**src/rtl/fetch_queue.sv**
```systemverilog
// In-order instruction buffer between fetch and decode: DEPTH-entry circular queue
// of {pc, instr} with wrap-bit pointers, flush, and NOP-forced head when empty.
module fetch_queue #(
  parameter int unsigned DEPTH = 4,
  parameter int unsigned XLEN  = 64
) (
  input  logic                       i_clk,
  input  logic                       i_rst,
  input  logic                       i_instr_valid,
  input  logic [31:0]                i_instr,
  input  logic [XLEN-1:0]            i_pc,
  output logic                       o_instr_ready,
  output logic                       o_valid,
  output logic [31:0]                o_instr,
  output logic [XLEN-1:0]            o_pc,
  output logic [6:0]                 o_op,
  output logic [2:0]                 o_func3,
  output logic                       o_func7_5,
  input  logic                       i_decode_stall,
  input  logic                       i_flush,
  output logic                       o_full,
  output logic                       o_empty,
  output logic [$clog2(DEPTH+1)-1:0] o_count
);

  localparam int unsigned AW = $clog2(DEPTH);
  localparam int unsigned CW = $clog2(DEPTH + 1);
  localparam logic [31:0] NOP = 32'h0000_0013;

  typedef struct packed {
    logic [XLEN-1:0] pc;
    logic [31:0]     instr;
  } entry_t;

  entry_t        mem_q [DEPTH];
  entry_t        head;
  logic [AW:0]   wr_ptr_q, wr_ptr_d;
  logic [AW:0]   rd_ptr_q, rd_ptr_d;
  logic [AW:0]   occupancy;
  logic          push;
  logic          pop;

  // Equal index with differing wrap bits means the writer has lapped the reader.
  assign o_empty   = (wr_ptr_q == rd_ptr_q);
  assign o_full    = (wr_ptr_q[AW-1:0] == rd_ptr_q[AW-1:0]) &&
                     (wr_ptr_q[AW] != rd_ptr_q[AW]);
  assign occupancy = wr_ptr_q - rd_ptr_q;
  assign o_count   = CW'(occupancy);

  assign o_instr_ready = !o_full;
  assign o_valid       = !o_empty;

  assign push = i_instr_valid && o_instr_ready;
  assign pop  = o_valid && !i_decode_stall;

  always_comb begin
    wr_ptr_d = wr_ptr_q;
    rd_ptr_d = rd_ptr_q;
    if (i_flush) begin
      wr_ptr_d = '0;
      rd_ptr_d = '0;
    end else begin
      if (push) wr_ptr_d = wr_ptr_q + (AW+1)'(1);
      if (pop)  rd_ptr_d = rd_ptr_q + (AW+1)'(1);
    end
  end

  // NOTE: sequential state uses non-blocking assignments so every register
  // samples the pre-edge values regardless of statement order.
  always_ff @(posedge i_clk) begin
    if (i_rst) begin
      wr_ptr_q <= '0;
      rd_ptr_q <= '0;
    end else begin
      wr_ptr_q <= wr_ptr_d;
      rd_ptr_q <= rd_ptr_d;
    end
  end

  // NOTE: storage has no reset; entries are only observed when the pointers
  // say they are valid, so clearing them would cost logic for no behaviour.
  always_ff @(posedge i_clk) begin
    if (push && !i_flush && !i_rst) begin
      mem_q[wr_ptr_q[AW-1:0]] <= '{pc: i_pc, instr: i_instr};
    end
  end

  assign head = mem_q[rd_ptr_q[AW-1:0]];

  // Empty queue presents addi x0,x0,0 so decode never sees stale data.
  assign o_instr   = o_empty ? NOP : head.instr;
  assign o_pc      = o_empty ? '0  : head.pc;
  assign o_op      = o_instr[6:0];
  assign o_func3   = o_instr[14:12];
  assign o_func7_5 = o_instr[30];

endmodule

```
**config.mk**
```make
export PLATFORM = sky130hd
export DESIGN_NAME = fetch_queue
export DESIGN_NICKNAME = d
export VERILOG_FILES = /design/src/rtl/fetch_queue.sv
export SDC_FILE = /design/constraint.sdc
export NUM_CORES = 1
export LEC_CHECK = 0
export ABC_AREA = 1
export CORE_ASPECT_RATIO = 1.1
export CORE_MARGIN = 1
export CORE_UTILIZATION = 35
export CTS_CLUSTER_DIAMETER = 80
export DETAILED_ROUTE_END_ITERATION = 10
export GPL_TIMING_DRIVEN = 0
export PLACE_DENSITY = 0.52
export SLEW_MARGIN = 20
export SYNTH_ARGS = -nofsm -noshare
export SYNTH_HDL_FRONTEND = slang
export SYNTH_SLANG_ARGS = --single-unit
export TNS_END_PERCENT = 10
```
**constraint.sdc**
```tcl
create_clock -name i_clk -period 7.2 [get_ports i_clk]
set_clock_uncertainty 0.1 [all_clocks]
set_input_delay 0.72 -clock i_clk [delete_from_list [all_inputs] [get_ports i_clk]]
set_output_delay 0.72 -clock i_clk [all_outputs]
set_load 0.02 [all_outputs]
```
Word-level counts from Yosys, hierarchy flattened
Memories as Yosys holds them, arrays and structs flattened. A register that Yosys moved wholly into a read port is not among the register bits.
Cells that the tools add are included.
- add/subtract/negate cells: 3
- equal/unequal tests: 3
- mux-type cells: 6
- reduce and logical (&&, ||, !) cells: 11
- operator list (operator ; count):
    $mux 64 ; 1
    $mux 32 ; 1
    $add 3x1->3 const B ; 2
    $logic_and 1x1->1 ; 5
    $logic_not 1->1 ; 5
    $mux 2 ; 2
    $eq 3x3->1 ; 1
    $sub 3x3->3 ; 1
    $eq 2x2->1 ; 1
    $mux 1 ; 2
    $reduce_or 2->1 ; 1
    $ne 1x1->1 ; 1
- register bits: 6
- memory bits (writable): 384
- bits of input ports: 101
- output and inout bits: 114
- word-level logic and storage cells: 26
- memories kept: 1
- memories (name ; depth ; width ; read ports ; clocked after memory_dff ; write ports ; line ; RTL):
    mem_q ; 4 ; 96 ; 1 ; 1 ; 1 ; 35 ; entry_t mem_q [DEPTH];

Depth between registers and ports, before layout
- depth in word-level cells: 8
- gate-level depth with buffers: 10
- mapped depth without buffers: 8

Least setup slack after synthesis
Ideal clock, no wire load.
- path kind: reg-to-reg
- start: reg wr_ptr_q[0]
- end: mem mem_q[0][0] (netlist name), enable pin
- library setup time: 0.552 ns
- arrival time: 5.456 ns
- required time: 6.548 ns
- slack: 1.092 ns
- cell stages (with the launch flop): 8
- path buffers: 0
- clock period less this slack: 6.108 ns
- path through: dfxtp_1 > inv_1 > ha_1 > nand2_1 > inv_1 > nand3_1 > nand3_1 > nor2_1
- cells in the longest elaborated chain, start to end: 8
- ends and longest elaborated chain (element ; line ; RTL):
    from (decl) ; 37 ; logic [AW:0] wr_ptr_q, wr_ptr_d;
    from (signal assigned) ; 75 ; wr_ptr_q <= wr_ptr_d;
    $eq 2x2->1 ; 45 ; assign o_full = (wr_ptr_q[AW-1:0] == rd_ptr_q[AW-1:0]) &&
    $logic_and 1x1->1 ; 45 ;
    $logic_not 1->1 ; 50 ; assign o_instr_ready = !o_full;
    via o_instr_ready ; 12 ; output logic o_instr_ready,
    $logic_and 1x1->1 ; 53 ; assign push = i_instr_valid && o_instr_ready;
    $logic_and 1x1->1 (2 in series) ; 83 ; if (push && !i_flush && !i_rst) begin
    $mux 1 ; 83 ;
    $mux 1 (implied by the code) ; 84 ; mem_q[wr_ptr_q[AW-1:0]] <= '{pc: i_pc, instr: i_instr};
    to (decl) ; 35 ;
The timed path passes the listed nets, and every way through them passes these cells.

Final worst setup path
- start: reg wr_ptr_q[0]
- end: out o_op[6]
- cells in the longest elaborated chain, start to end: 2
- ends and longest elaborated chain (element ; line ; RTL):
    $eq 3x3->1 ; 44 ; assign o_empty = (wr_ptr_q == rd_ptr_q);
    $mux 32 ; 91 ; assign o_instr = o_empty ? NOP : head.instr;
    to (decl) ; 16 ; output logic [6:0] o_op,
No other way between the ends.

==> impl_metrics.json <==
{
  "dpl_worst_slack_ns": 3.241,
  "globalRouteTotalUtil_pct": 17.79,
  "core_um2": 43640,
  "io_buffers": 214,
  "drc": 0,
  "synth_top_cell_by_area": "edfxtp_1",
  "post_cts_buffers": 0,
  "startpoint": "wr_ptr_q[0]$_SDFFE_PP0P_",
  "grt-ovfl-total": 0,
  "ys_ff_latch": 392,
  "synth_area_leaders": "edfxtp_1, nor2_1, o21ai_0, a21oi_1, o21ai_1",
  "drv_cap": 0,
  "critPathArrivalTime_ns": 3.17,
  "min-delay-start": "wr_ptr_q[2]$_SDFFE_PP0P_",
  "drive_gt1_share_pct": 11.23,
  "ys.flop_type": "edfxtp_1",
  "dp_hpwl_mm": 26.21,
  "ant_nets": 0,
  "worst_slack_ns": 3.210,
  "syn_avg_cell_area_um2": 12.77,
  "dp.cells": 2026,
  "p_leak_nw": 6.838,
  "p_clk_share_pct": 40.3,
  "fp.dieH_um": 223.2,
  "timing.slew.headroom_pct": 52.73,
  "rows": 80,
  "clock_path_buffers": 3,
  "async_reset_ff_share_pct": 0,
  "p_int_mw": 3.984,
  "clk_latency_ns": 0.53,
  "power.switching_mw": 1.126,
  "ctsHoldBuffers": 0,
  "critPathLaunchType": "register",
  "status": "finished clean",
  "via_per_inst": 4.735,
  "drt_wl_total_mm": 40.38,
  "grt_pass1_wl_mm": 60.49,
  "fp.dieW_um": 203.1,
  "ys_seq_area_share_pct": 75.11,
  "grt_pass1_vias": 9892,
  "post_cts_resized": 0,
  "rsz0062_at_grt": "false",
  "yosysWarnings": 0,
  "combinationalPowerShare_pct": 10.0,
  "finalSetupViolCount": 0,
  "fmax_ghz": 0.2506,
  "htree_levels": 2,
  "finalHoldViolCount": 0,
  "cts_tree": "yes",
  "synth_fp_nets": 1328,
  "stdcell_count": 2098,
  "setup.worst_path.class": "register to output pin",
  "drv_slew": 0,
  "cts_buffers": 41,
  "yosysMostFrequentCell": "nor2_1",
  "p_sw_share_pct": 22.04,
  "ir_worst_vdd_mv": 0.1653,
  "vias": 9935,
  "grt_max_degree": 23,
  "drtIter0Drc": 426,
  "hold_path_class": "register to register",
  "ioPinCount": 215,
  "post_drt_wl_per_cell_um": 19.24,
  "synth_top_area_share_pct": 74.08,
  "syn_area_um2": 15560,
  "start_util_pct": 35.67,
  "final_nets": 1604,
  "cts.clk_slew.worst_paths_ns": 0.06,
  "first_pass_iters": 4,
  "endpoint_kind": "output pin",
  "antenna_found_initial": 3,
  "syn2layout_area_growth_pct": 29.88,
  "hold_ws_ns": 0.4699,
  "synth_edf_count": 384,
  "synth_common_cells": "nor2_1, edfxtp_1, o21ai_0",
  "cp_max_fo": 10,
  "setup_tns_ns": 0,
  "period_share_pct": 55.42,
  "r2r_start": "wr_ptr_q[0]$_SDFFE_PP0P_",
  "design.die.area_um2": 45320,
  "required_ns": 6.38,
  "power_density_nw_per_um2": 252.8,
  "worst_pin_slew_ns": 0.7074,
  "globalplace.congestion": 0.7336,
  "root_buffer": "clkbuf_16",
  "period_minus_slack_ns": 3.990,
  "seq_power_share_pct": 49.7,
  "syn-instance-count": 1219,
  "synth.distinct_cells": 24,
  "clock_sinks": 392,
  "final_util_pct": 46.32
}
[sequential cells by signal, indices dropped and copies added, names as in the netlist, named ones only]
register and cells:
mem_q 384, rd_ptr_q 3, wr_ptr_q 3
[area by class of cell]
cell class | count | area [um2]
Antenna cell | 1 | 2.502
Buffer | 84 | 488.0
Sequential cell | 392 | 11690
Multi-Input combinational cell | 722 | 3337
Clock buffer | 54 | 1125
Timing Repair Buffer | 233 | 2597
Fill cell | 4024 | 23430
Inverter | 21 | 78.83
Tap cell | 574 | 718.2
Clock inverter | 17 | 177.7
[cell usage in the layout (no fill, tap or decap), types with 2 or more instances in the layout]
cell,n
clkinv_2,7
nand2_2,2
buf_1,3
buf_8,5
a21oi_2,30
clkbuf_8,5
a21oi_1,75
buf_12,10
nor2_1,381
edfxtp_1,384
clkinv_1,6
o21ai_0,132
o211ai_1,2
clkbuf_1,34
buf_16,10
buf_4,13
ha_1,7
inv_1,18
bufinv_16,4
buf_2,35
nand2_1,23
clkbuf_16,41
o21ai_1,57
nor2_4,4
inv_2,3
dfxtp_1,8
clkdlybuf4s50_1,214
nand3_1,6
[metal layers]
metal	vias to the layer above	wire, um	part of all wire [%]	global-route usage (%)
met2	218	20150	50	30.55
met1	4803	17840	44	23.34
met5	-	22	0.054	0
met4	4	655	1.6	4.560
li1	4861	-	-	-
met3	49	1716	4.3	2.907
[stage by stage]
| stage | instance area [um2] | power, mW |
|---|---|---|
| after floorplan | 15560 | 2.832 |
| after global placement | 18430 | 3.101 |
| after detailed placement | 18910 | 3.105 |
| after CTS | 20210 | 5.161 |
| after global routing | 20220 | 5.271 |
| final | 20220 | 5.111 |
[kinds of logic after synthesis]
group / count (synthesis) / synth area share [%]
adders and majority gates: 8 / 0.6913
buffers and inverters: 105 / 3.641
AOI/OAI and AO/OA: 296 / 10.27
DFF: 392 / 75.11
and+or+nand+nor: 417 / 10.23
xor gates and xnor gates: 1 / 0.05628
[worst max-delay path: stages (launching register included)]
cell and delay (ns):
dfxtp_1 0.40, inv_1 0.11, ha_1 0.34, nand2_1 0.12, inv_1 0.09, nand3_4 0.14
inv_2 0.10, buf_2 0.22, a21oi_1 0.35, buf_4 0.18, clkdlybuf4s50_1 0.59
[power by group through the flow]
stage / clock, mW / sequential [mW] / combinational (mW)
5_1_grt: 2.18 / 2.54 / 0.550
6_report: 2.06 / 2.54 / 0.512
4_1_cts: 2.10 / 2.54 / 0.522
2_1_floorplan: 0 / 2.59 / 0.242
3_5_place_dp: 0 / 2.59 / 0.519
3_3_place_gp: 0 / 2.59 / 0.508
[path summary, 6_finish.rpt]
kind	end	slack, ns	cells past startpoint
hold / removal	wr_ptr_q[2]$_SDFFE_PP0P_	0.47	2
hold reg to reg	wr_ptr_q[2]$_SDFFE_PP0P_	0.47	2
setup reg to reg	mem_q[2][73]$_DFFE_PP_	3.65	11
setup / recovery	o_op[6]	3.21	10
Power figures use the tool's default switching activity.
